**src/rtl/pc_ras.sv**
```systemverilog
// pc_ras: program counter with an integrated return-address stack.
// Chooses the next instruction-fetch address each cycle. In priority order the
// sources are: a popped return address, a call target, a branch target, and the
// sequential increment. Calls push the address after the current one onto a
// circular return stack. When the stack is full, a push overwrites the oldest entry.
// Ports:
//   Clk1         clock; all state updates on its rising edge
//   rst          synchronous active-high reset, overrides every other input
//   stall        hold all state; requests presented this cycle are dropped
//   branch_en    jump to branch_addr
//   branch_addr  branch target
//   call_en      push iAddr+INC and jump to call_addr
//   call_addr    call target
//   ret_en       pop top of stack into iAddr (increment if the stack is empty)
//   iAddr        registered fetch address
//   ras_count    number of valid stack entries
//   ras_full     registered: ras_count == RAS_DEPTH
//   ras_empty    registered: ras_count == 0
//   ras_ovf      sticky: a push happened while full
//   ras_unf      sticky: a pop happened while empty
module pc_ras #(
    parameter int unsigned ADDR_W    = 32'd16,
    parameter int unsigned RST_VEC   = 32'd0,
    parameter int unsigned INC       = 32'd1,
    parameter int unsigned RAS_DEPTH = 32'd8
) (
    input  logic                             Clk1,
    input  logic                             rst,
    input  logic                             stall,
    input  logic                             branch_en,
    input  logic [ADDR_W-1:0]                branch_addr,
    input  logic                             call_en,
    input  logic [ADDR_W-1:0]                call_addr,
    input  logic                             ret_en,
    output logic [ADDR_W-1:0]                iAddr,
    output logic [$clog2(RAS_DEPTH+1)-1:0]   ras_count,
    output logic                             ras_full,
    output logic                             ras_empty,
    output logic                             ras_ovf,
    output logic                             ras_unf
);

    localparam int unsigned CNT_W = $clog2(RAS_DEPTH + 32'd1);
    localparam int unsigned PTR_W = $clog2(RAS_DEPTH);

    localparam logic [ADDR_W-1:0] RST_ADDR = ADDR_W'(RST_VEC);
    localparam logic [ADDR_W-1:0] INC_VAL  = ADDR_W'(INC);
    localparam logic [CNT_W-1:0]  DEPTH_C  = CNT_W'(RAS_DEPTH);
    localparam logic [PTR_W-1:0]  PTR_MAX  = PTR_W'(RAS_DEPTH - 32'd1);

    // The write pointer indexes the slot that the next push fills.
    // The top entry sits one slot below it, modulo RAS_DEPTH.
    function automatic logic [PTR_W-1:0] ptr_inc(input logic [PTR_W-1:0] p);
        if (p == PTR_MAX) begin
            return PTR_W'(0);
        end else begin
            return p + PTR_W'(1);
        end
    endfunction

    function automatic logic [PTR_W-1:0] ptr_dec(input logic [PTR_W-1:0] p);
        if (p == PTR_W'(0)) begin
            return PTR_MAX;
        end else begin
            return p - PTR_W'(1);
        end
    endfunction

    logic [ADDR_W-1:0] iaddr_r;
    logic [ADDR_W-1:0] stack_r [RAS_DEPTH];
    logic [PTR_W-1:0]  wr_ptr_r;
    logic [CNT_W-1:0]  count_r;
    logic              full_r;
    logic              empty_r;
    logic              ovf_r;
    logic              unf_r;

    logic [ADDR_W-1:0] seq_addr_s;
    logic [ADDR_W-1:0] iaddr_nxt_s;
    logic [PTR_W-1:0]  wr_ptr_nxt_s;
    logic [CNT_W-1:0]  count_nxt_s;
    logic              ovf_nxt_s;
    logic              unf_nxt_s;
    logic              push_s;

    // The sequential address wraps modulo 2^ADDR_W because of the operand width.
    assign seq_addr_s = iaddr_r + INC_VAL;

    // Next-state selection; priority is stall > ret > call > branch > increment.
    always_comb begin
        iaddr_nxt_s  = iaddr_r;
        wr_ptr_nxt_s = wr_ptr_r;
        count_nxt_s  = count_r;
        ovf_nxt_s    = ovf_r;
        unf_nxt_s    = unf_r;
        push_s       = 1'b0;
        if (stall) begin
            iaddr_nxt_s = iaddr_r;
        end else if (ret_en) begin
            if (count_r != CNT_W'(0)) begin
                iaddr_nxt_s  = stack_r[ptr_dec(wr_ptr_r)];
                wr_ptr_nxt_s = ptr_dec(wr_ptr_r);
                count_nxt_s  = count_r - CNT_W'(1);
            end else begin
                iaddr_nxt_s = seq_addr_s;
                unf_nxt_s   = 1'b1;
            end
        end else if (call_en) begin
            push_s       = 1'b1;
            iaddr_nxt_s  = call_addr;
            wr_ptr_nxt_s = ptr_inc(wr_ptr_r);
            // When full, the write slot already holds the oldest entry,
            // so the push replaces it and the count stays at RAS_DEPTH.
            if (count_r == DEPTH_C) begin
                ovf_nxt_s = 1'b1;
            end else begin
                count_nxt_s = count_r + CNT_W'(1);
            end
        end else if (branch_en) begin
            iaddr_nxt_s = branch_addr;
        end else begin
            iaddr_nxt_s = seq_addr_s;
        end
    end

    // Control state registers. full and empty are decoded from the next count
    // so that they stay aligned with the registered ras_count.
    always_ff @(posedge Clk1) begin
        if (rst) begin
            iaddr_r  <= RST_ADDR;
            wr_ptr_r <= PTR_W'(0);
            count_r  <= CNT_W'(0);
            full_r   <= 1'b0;
            empty_r  <= 1'b1;
            ovf_r    <= 1'b0;
            unf_r    <= 1'b0;
        end else begin
            iaddr_r  <= iaddr_nxt_s;
            wr_ptr_r <= wr_ptr_nxt_s;
            count_r  <= count_nxt_s;
            full_r   <= (count_nxt_s == DEPTH_C);
            empty_r  <= (count_nxt_s == CNT_W'(0));
            ovf_r    <= ovf_nxt_s;
            unf_r    <= unf_nxt_s;
        end
    end

    // Stack storage is not reset; its contents are meaningless while count is 0.
    always_ff @(posedge Clk1) begin
        if (rst) begin
            stack_r <= stack_r;
        end else if (push_s) begin
            stack_r[wr_ptr_r] <= seq_addr_s;
        end else begin
            stack_r <= stack_r;
        end
    end

    assign iAddr     = iaddr_r;
    assign ras_count = count_r;
    assign ras_full  = full_r;
    assign ras_empty = empty_r;
    assign ras_ovf   = ovf_r;
    assign ras_unf   = unf_r;

endmodule

```
**config.mk**
```make
export PLATFORM = sky130hd
export DESIGN_NAME = pc_ras
export DESIGN_NICKNAME = d
export VERILOG_FILES = /design/src/rtl/pc_ras.sv
export SDC_FILE = /design/constraint.sdc
export NUM_CORES = 1
export LEC_CHECK = 0
export CAP_MARGIN = 40
export CORE_AREA = 2 2 90 158
export DETAILED_ROUTE_END_ITERATION = 10
export DIE_AREA = 0 0 92 160
export HOLD_SLACK_MARGIN = 0.02
export PLACE_DENSITY = 0.74
export SLEW_MARGIN = 25
export SYNTH_ARGS = -nofsm -noshare
export SYNTH_HDL_FRONTEND = slang
export SYNTH_SLANG_ARGS = --single-unit
```
**constraint.sdc**
```tcl
create_clock -name Clk1 -period 4.6 [get_ports Clk1]
set_input_delay 0.92 -clock Clk1 [delete_from_list [all_inputs] [get_ports Clk1]]
set_output_delay 0.92 -clock Clk1 [all_outputs]
set_load 0.01 [all_outputs]
```
-- After elaboration in Yosys (flattened, before gate mapping)
Index checks and enable logic that the tools add are counted.
- register bits: 155
- latch bits: 0
- memory bits (writable): 0
- memory bits (read-only): 0
- bits of input ports: 38
- word-level logic and storage cells: 67
- memories kept: 0
- add/sub/neg operators: 5
- $mul: 0
- div/mod/pow operators: 0
- magnitude comparators: 3
- equality and inequality tests: 4
- shift operators: 0
- muxes and demuxes: 25
- bitwise operators: 6
- reduce and logical (&&, ||, !) cells: 9
- operators with widths (kind ; number):
    bitwise mux 128 bit ; 1
    2-to-1 mux 16 bit ; 7
    binary-select mux 16 bit (select 3 bit) ; 1
    demux 16 bit (select 3 bit) ; 1
    2-to-1 mux 3 bit ; 7
    2-to-1 mux 4 bit ; 5
    adder 16 x 1 -> 16 bit, second input constant ; 1
    == test 4 bit, second input constant ; 2
    >= comparator 4 bit, second input constant ; 2
    NOT 3 -> 4 bit ; 2
    AND reduction 3 bit ; 2
    adder 4 x 1 -> 4 bit, second input constant ; 1
    zero test 4 bit ; 1
    less-than comparator 4 x 1 -> 1 bit, second input constant ; 1
    NOT 1 bit ; 4
    AND reduction 4 bit ; 1
    nonzero test 4 bit ; 1
    subtractor 4 x 1 -> 4 bit, second input constant ; 1
    adder 3 x 1 -> 3 bit, second input constant ; 1
    == test 3 bit, second input constant ; 1
    zero test 3 bit ; 1
    2-to-1 mux 1 bit ; 3
    subtractor 3 x 1 -> 3 bit, second input constant ; 1
    != test 2 x 1 -> 1 bit, second input constant ; 1
    other kinds (3) ; 3

-- Logic depth before layout (Yosys ltp)
Gate-level depths: netlist of run 1.
- depth in word-level cells: 11
- mapped depth: 15

-- Least setup slack after synthesis of run 1
OpenSTA, ideal clock, no wires.
- kind: input to register
- from: in stall
- to: reg stack_r[112] (netlist bit) (enable)
- data arrival time: 2.912 ns
- data required time: 4.191 ns
- setup slack: 1.279 ns
- cell stages on the path: 5
- path buffers: 1
- cell sequence: or2_2 clkbuf_1 nor2_1 nand3_1 nor3_1
- longest elaborated chain between the ends: 2
- RTL lines (element ; RTL line ; RTL):
    from (decl) ; 29 ; input logic stall,
    2-to-1 mux 1 bit ; 97 ; if (stall) begin
    AND reduction 2 bit (no source line) ; -- ;
    to (signal assigned) ; 151 ; stack_r <= stack_r;
    to (signal, indexed assignment) ; 153 ; stack_r[wr_ptr_r] <= seq_addr_s;
    to (signal assigned) ; 155 ; stack_r <= stack_r;
    to (decl) ; 70 ; logic [ADDR_W-1:0] stack_r [RAS_DEPTH];
No other way between the ends.
A chain may end at the register's enable or synchronous reset.

-- Worst setup path after layout of run 1
- from: in ret_en
- to: reg stack_r[104] (netlist bit) (enable)
- longest elaborated chain between the ends: 3
- RTL lines (element ; RTL line ; RTL):
    from (decl) ; 34 ; input logic ret_en,
    2-to-1 mux 1 bit ; 99 ; end else if (ret_en) begin
    2-to-1 mux 1 bit ; 97 ;
    AND reduction 2 bit (no source line) ; -- ;
No other way between the ends.

==> results of run 1 <==
## path summary, 6_finish.rpt
| path | slack, ns | end | cells after the start | start |
|---|---|---|---|---|
| setup / recovery | 1.31 | stack_r[104] | 6 | ret_en |
| hold / removal | 0.49 | ras_unf | 2 | ras_unf |
| setup reg to reg | 1.47 | iAddr[2] | 8 | wr_ptr_r[1] |
| hold reg to reg | 0.49 | ras_unf | 2 | ras_unf |
## where the power goes
part / switching, mW / internal, mW
combinational: 0.385 / 0.280
sequential: 0.0501 / 1.58
clock: 0.606 / 0.723
total: 1.04 / 2.58
## cells in the final DEF (no fill, tap or decap), types with 6 or more instances in the layout
master             n
o221ai_1          15
edfxtp_1         128
nand2b_1          11
clkdlybuf4s50_1   61
o22ai_1           13
dfxtp_1           26
a21oi_1           28
inv_1             18
xnor2_1            9
nor3_1            10
xor2_1             9
mux2i_1           32
a22oi_1           15
nand3_1           14
nand4_1            6
mux4_2            10
a31oi_1           10
o21ai_0           16
nor2_1            31
a211oi_1           7
nor2b_1            7
buf_4             22
nand2_1           22
ha_1               7
inv_8              7
clkbuf_16         17
## logic make-up after synthesis
kind of cell    after synthesis  synth area share, %
fa+ha+maj                     7                 1.23
compound gates              139                 13.4
xor+xnor                     18                 2.21
flops                       155                 61.4
buf+inv                      56                 3.21
simple gates                134                 10.1
mux                          47                 8.43
## state kept, by name, indices dropped and copies added, names as in the netlist
register / flops
iAddr: 16
ras_count: 4
ras_empty: 1
ras_full: 1
ras_ovf: 1
ras_unf: 1
stack_r: 128
wr_ptr_r: 3
## cell type report
class	count	area, µm²	share of cell area (%)
well taps	177	221	2.57
multi-input cells	345	2540	29.5
inverters	18	67.6	0.785
clock inverters	15	149	1.73
flip-flops and latches	155	4390	51.0
repair buffers	88	816	9.48
clock buffers	17	425	4.95
## worst max-delay path: cells and delay by family
family | cells | cell delay (ns)
AND/OR/NAND/NOR | 4 | 1.37
buffers and inverters | 2 | 1.09
## per-stage QoR
stage | cell area [µm²] | hold slack (ns) | setup WS [ns] | cells | utilization, %
after floorplan | 7140 | 0.505 | 1.28 | 556 | -
after global placement | 7980 | 0.456 | 1.06 | 777 | 58.9
after detailed placement | 8000 | 0.471 | 0.974 | 778 | 59.0
after CTS | 8570 | 0.487 | 1.35 | 810 | 63.2
after global routing | 8600 | 0.520 | 1.20 | 815 | 63.5
final | 8600 | 0.486 | 1.31 | 815 | 63.5
## per-layer routing
metal	routed length, µm	global-route usage (%)
met3	1000	4.95
met5	0	0
met2	9570	44.2
met1	6650	30.0
met4	753	11.7
## cells in the mapped netlist (12+ instances only)
cell,n
mux2i_1,32
nor3_1,12
o22ai_1,13
nand2_1,22
edfxtp_1,128
a22oi_1,15
nor2_1,31
a21oi_1,28
o21ai_0,16
clkbuf_1,25
inv_1,18
nand3_1,14
o221ai_1,15
dfxtp_1,27
==> metrics.cfg, run 1 <==
[outcome]
status=finished, final reports clean

[routing]
ant_nets=0
drtPass1Iterations=5
via_per_inst=6.15
drcViolationCount=0
wire_per_inst_um=22.1
finalWirelength_um=18000
drt_iter0_markers=511
vias=5012

[clock_network]
clk_pin_slew_ns=0.07
cts_max_level=4
clockBufferDepth=2
cts_resized=0
cts_made_buffers=17
cts_root_buffer=clkbuf_16
clkLatencyLatePin_ns=0.42
cts.sinks=155
cts_tree=built
post_cts_buffers=0
cts_hold_buf=0

[die]
die_area_mm2=0.0147
core-area_mm2=0.0136
dieWidth_um=92
ioPinCount=62
rows=57
die_h_um=160
start_util_pct=52.7

[sta]
post-route-min-period_ns=3.29
rsz0062_at_grt=no
skew_ns=0.0101
maxSlewHeadroom_pct=41.3
max_freq_mhz=304
hold_viol=0
period_share_pct=71.4
finalSetupViolations=0
slew_viol_final=0
worstMarginPinSlew_ns=0.877
setup_tns_ns=0

[yosys]
async_reset_ff_share_pct=0
synth_seq_cells=155
synth_edf_count=128
synth_top_cell_by_area=edfxtp_1
synth_ff_type=edfxtp_1
synthesis.nets=601
yosys.area.top_type_share_pct=53.8
synth_warnings=0
ys_top_cells_by_area=edfxtp_1, dfxtp_1, mux2i_1, mux4_2, a21oi_1
netlist_instances=556
syn_area_mm2=0.00714
postSynthAreaPerCell_um2=12.8
synthDistinctLibCells=63
yosysSeqAreaShare_pct=61.4

[global_routing]
antenna_found_initial=0
grtUsageTotal_pct=25.3
first_global_vias=5043
grt_pass1_wl_um=28100
grt_max_degree=42
overflow=0

[setup_path]
cp-end-kind=flop
cp_max_fo=22
slowest_delay_ns=0.81
cp.required_ns=4.70
worstSetupPathType=input pin to flop
startpoint_type=input pin
crit_path_top_delay_cell=clkdlybuf4s50_1
path_cells=clkdlybuf4s50_1 -> or2_2 -> nor2_1 -> nand3_1 -> nor3_2 -> buf_4
crit_arrival_ns=3.39

[placement]
io_buffers=61
dp_hpwl_um=13000
gp_congestion=0.907

[power]
p_leak_nw=2.87
max-vdd-ir-drop_uv=345
report.power.total_mw=3.62
power.density_mw_per_mm2=421

[layout]
fill_cells=1033
areaGrowthSynthToFinish_pct=20.5
drive_gt1_share_pct=13.0
fin_nets=670
n_antenna_cell=0

[flow_run]
cap_violations=0

[min_path]
hold_path_class=flop to flop

No activity file was read; power rests on OpenSTA's default activity.
==> run 2: changes to the inputs <==
--- a/config.mk
+++ b/config.mk
@@ -6,9 +6,9 @@
 export NUM_CORES = 1
 export LEC_CHECK = 0
 export CAP_MARGIN = 40
-export CORE_AREA = 2 2 90 158
+export CORE_AREA = 2 2 92 161
 export DETAILED_ROUTE_END_ITERATION = 10
-export DIE_AREA = 0 0 92 160
+export DIE_AREA = 0 0 94 163
 export HOLD_SLACK_MARGIN = 0.02
 export PLACE_DENSITY = 0.74
 export SLEW_MARGIN = 25
==> constraint.sdc (replaced) <==
create_clock -name Clk1 -period 2.8 [get_ports Clk1]
set_input_delay 0.56 -clock Clk1 [delete_from_list [all_inputs] [get_ports Clk1]]
set_output_delay 0.56 -clock Clk1 [all_outputs]
set_load 0.01 [all_outputs]
==> run 2 against run 1 <==
Cell count increased by 2.6%. Worst setup slack got worse by 1.1 ns. Highest routed layer unchanged. Global-route usage decreased by 0.72 points. Via count increased by 4.0%. Critical path type is now flop to flop. Sequential share of layout area decreased by 1.3 points.
==> metrics.cfg, run 2 (same netlist as run 1, synthesis figures left out) <==
[outcome]
status=finished, final reports clean

[min_path]
hold_path_class=flop to flop

[setup_path]
cp.required_ns=3.10
startpoint_type=flop
cp-end-kind=flop
worstSetupPathType=flop to flop
cp_max_fo=7
crit_arrival_ns=2.85

[sta]
hold_viol=0
worstMarginPinSlew_ns=0.589
maxSlewHeadroom_pct=60.4
post-route-min-period_ns=2.55
rsz0062_at_grt=no
skew_ns=0.0105
finalWorstSetupSlack_ns=0.254
max_freq_mhz=393
finalSetupViolations=0
slew_viol_final=0
setup_tns_ns=0
period_share_pct=90.9

[routing]
vias=5211
drcViolationCount=0
finalWirelength_um=18500
ant_nets=0
drt_iter0_markers=479
wire_per_inst_um=22.1
drtPass1Iterations=5
via_per_inst=6.23

[layout]
drive_gt1_share_pct=16.0
fin_nets=688
seqCellArea_mm2=0.00439
final_common_cell=edfxtp_1
largest_register_ffs=128
areaGrowthSynthToFinish_pct=23.5
final_cell_mix=edfxtp_1, clkdlybuf4s50_1, buf_4
stdcell_count=836
multi_input_area_mm2=0.00255
n_antenna_cell=0
fill_cells=1065
largest-register=stack_r

[die]
die_area_mm2=0.0153
start_util_pct=50.5
die_h_um=163
dieWidth_um=94
rows=58
ioPinCount=62
core-area_mm2=0.0142

[power]
power.density_mw_per_mm2=688
p_leak_nw=2.98
max-vdd-ir-drop_uv=481
report.power.total_mw=6.07

[clock_network]
cts_resized=0
post_cts_buffers=0
clockBufferDepth=2
cts_max_level=4
cts_hold_buf=0
clk_pin_slew_ns=0.07
cts_made_buffers=17
cts_tree=built
cts.sinks=155
clkLatencyLatePin_ns=0.42
cts_root_buffer=clkbuf_16

[global_routing]
first_global_vias=5255
grtUsageTotal_pct=24.6
overflow=0
grt_max_degree=42
grt_pass1_wl_um=28400
antenna_found_initial=0

[placement]
placed_cells=801
io_buffers=61
place_worst_setup_slack_ns=0.260
gp_congestion=0.901
dp_hpwl_um=13200

[flow_run]
cap_violations=0

run 2: changes by cell type in the layout (fill, tap and decap cells not counted), sizes merged:
cell	before	now
inv	28	24
buf	24	43
clkinv	3	7
clkbuf	20	19
run 2: power by group:
part           leakage (nW)  switching [mW]  total, mW  internal, mW
clock network         0.284            1.03       2.23          1.20
registers              1.40          0.0893       2.68          2.59
logic                  1.30           0.650       1.16         0.509
total                  2.98            1.77       6.07          4.30
run 2: routing by layer:
layer	share of wire, %	track usage [%]
met2	53	43.7
met5	0	0
met1	37	27.9
met3	5.4	4.63
met4	4.3	12.1
run 2: stage by stage:
stage                     hold WS, ns  util (%)  cell area, µm²
after global placement          0.454      57.9            8200
after floorplan                 0.505         -            7190
after CTS                       0.501      62.2            8800
final                           0.497      62.3            8820
after detailed placement        0.482      57.9            8200
after global routing            0.529      62.3            8820
run 2: path summary, 6_finish.rpt:
kind	to	cells after the start	slack, ns	from
worst max-delay path	iAddr[7]	8	0.25	wr_ptr_r[1]
worst min-delay path	ras_ovf	2	0.50	ras_ovf
worst max register to register	iAddr[7]	8	0.25	wr_ptr_r[1]
worst min register to register	ras_ovf	2	0.50	ras_ovf
run 2: critical path, cell delays in order, from the launching register on:
cell and delay (ns):
dfxtp_1 0.49, inv_1 0.12, ha_1 0.21, ha_2 0.22, and2b_2 0.26, mux4_2 0.51, a211oi_2 0.24, a211oi_1 0.07
a311o_1 0.33
run 2: layout make-up:
type	count	area share, %
tap	180	2.55
clock buffer	17	4.82
sequential	155	49.7
timing repair buffer	106	11.3
clock inverter	15	1.97
multi-input combinational	345	28.9
inverter	18	0.766
==> run 3: changes to the inputs <==
--- a/config.mk
+++ b/config.mk
@@ -7,11 +7,12 @@
 export LEC_CHECK = 0
 export CAP_MARGIN = 40
 export CORE_AREA = 2 2 92 161
+export CTS_CLUSTER_SIZE = 20
 export DETAILED_ROUTE_END_ITERATION = 10
 export DIE_AREA = 0 0 94 163
 export HOLD_SLACK_MARGIN = 0.02
 export PLACE_DENSITY = 0.74
-export SLEW_MARGIN = 25
+export SLEW_MARGIN = 20
 export SYNTH_ARGS = -nofsm -noshare
 export SYNTH_HDL_FRONTEND = slang
 export SYNTH_SLANG_ARGS = --single-unit
==> run 3 against run 2 <==
Via count down 0.23%. Highest routed layer unchanged. Sequential power about the same. Clock power hardly changed. Flip-flop and latch count stayed put. Cell count unchanged. Clock skew rose by 0.00061 ns. Final area unchanged. Critical endpoint unchanged. Total power barely moved. Count of clock-buffer cells in the layout stayed put.
==> metrics.cfg, run 3 (same netlist as run 1, synthesis figures left out) <==
[placement]
io_buffers=61
dp_hpwl_um=13200
gp_congestion=0.901

[clock_network]
cts_max_level=4
clk_pin_slew_ns=0.07
cts_resized=0
cts_hold_buf=0
clockBufferDepth=2
cts_root_buffer=clkbuf_16
cts.sinks=155
post_cts_buffers=0
cts_made_buffers=17
cts_tree=built
clkLatencyLatePin_ns=0.42

[global_routing]
overflow=0
grtUsageTotal_pct=24.6
grt_max_degree=42
antenna_found_initial=0
grt_pass1_wl_um=28400
first_global_vias=5255

[power]
report.power.total_mw=6.07
combPwrFrac_pct=19.1
max-vdd-ir-drop_uv=484
p_seq_share_pct=44.2
p_leak_nw=2.98
p_sw_mw=1.77
power.density_mw_per_mm2=688
p_clk_share_pct=36.7
switching_share_pct=29.1
power.internal_mw=4.30

[outcome]
status=finished, final reports clean

[die]
dieWidth_um=94
ioPinCount=62
core-area_mm2=0.0142
rows=58
start_util_pct=50.5
die_h_um=163
die_area_mm2=0.0153

[layout]
final_common_cell=edfxtp_1
multi_input_area_mm2=0.00255
seqCellArea_mm2=0.00439
fin_nets=688
final_cell_mix=edfxtp_1, clkdlybuf4s50_1, buf_4
largest-register=stack_r
fill_cells=1065
drive_gt1_share_pct=16.0
largest_register_ffs=128
areaGrowthSynthToFinish_pct=23.5
n_antenna_cell=0

[sta]
finalSetupViolations=0
maxSlewHeadroom_pct=60.0
max_freq_mhz=393
period_share_pct=90.8
worstMarginPinSlew_ns=0.599
post-route-min-period_ns=2.54
hold_viol=0
rsz0062_at_grt=no
skew_ns=0.0111
slew_viol_final=0
setup_tns_ns=0

[setup_path]
startpoint_type=flop
worstSetupPathType=flop to flop
path_common_cell=inv_1
crit_arrival_ns=2.84
slowest_delay_ns=0.49
cp-end-kind=flop
crit_path_top_delay_cell=dfxtp_1
cp_max_fo=7
path_cells=inv_1 -> ha_1 -> ha_2 -> inv_1 -> mux4_2 -> a211oi_2 -> a211oi_1 -> a311o_1
cp.required_ns=3.10

[routing]
via_per_inst=6.22
wire_per_inst_um=22.1
drtPass1Iterations=6
drt_iter0_markers=554
finalWirelength_um=18400
drcViolationCount=0
ant_nets=0
vias=5199

[min_path]
hold_path_class=flop to flop

[flow_run]
cap_violations=0

run 3: cell counts in the layout (fill, tap and decap cells not counted):
No cell type changed its count.
run 3: power groups by stage:
stage	clock, mW	sequential, mW	combinational, mW
2_1_floorplan	0	2.72	0.708
3_3_place_gp	0	2.73	1.10
3_5_place_dp	0	2.73	1.14
4_1_cts	2.26	2.68	1.15
5_1_grt	2.36	2.69	1.25
6_report	2.23	2.68	1.16
run 3: path summary, 6_finish.rpt:
check              start  endpoint  slack (ns)  depth (start not counted)
max          wr_ptr_r[1]  iAddr[7]        0.26                          8
min              ras_ovf   ras_ovf        0.50                          2
max reg2reg  wr_ptr_r[1]  iAddr[7]        0.26                          8
min reg2reg      ras_ovf   ras_ovf        0.50                          2
run 3: routing by layer:
metal  track usage, %  vias up  wire length [µm]
li1                 -     2353                 -
met2             43.7      252              9820
met1             27.9     2537              6750
met5                0        -                 0
met3             4.63       57              1070
met4             12.1        0               798
run 3: layout make-up:
class	count	area share (%)
well taps	180	2.55
flip-flops and latches	155	49.7
clock inverters	15	1.97
repair buffers	106	11.3
multi-input cells	345	28.9
clock buffers	17	4.82
inverters	18	0.766
run 3: worst max-delay path: cells and delay by family (launching register included):
kind / cells / cell delay [ns]
flops: 1 / 0.49
buf+inv: 2 / 0.31
fa+ha+maj: 2 / 0.68
compound gates: 3 / 0.63
mux: 1 / 0.33
run 3: through the flow:
stage	cell area (µm²)	instances	utilization [%]	hold slack (ns)	setup slack, ns
2_1_floorplan	7190	556	-	0.505	0.0218
3_3_place_gp	8200	801	57.9	0.454	0.307
3_5_place_dp	8200	801	57.9	0.482	0.260
4_1_cts	8800	833	62.2	0.501	0.255
5_1_grt	8820	836	62.3	0.529	0.122
6_report	8820	836	62.3	0.499	0.257
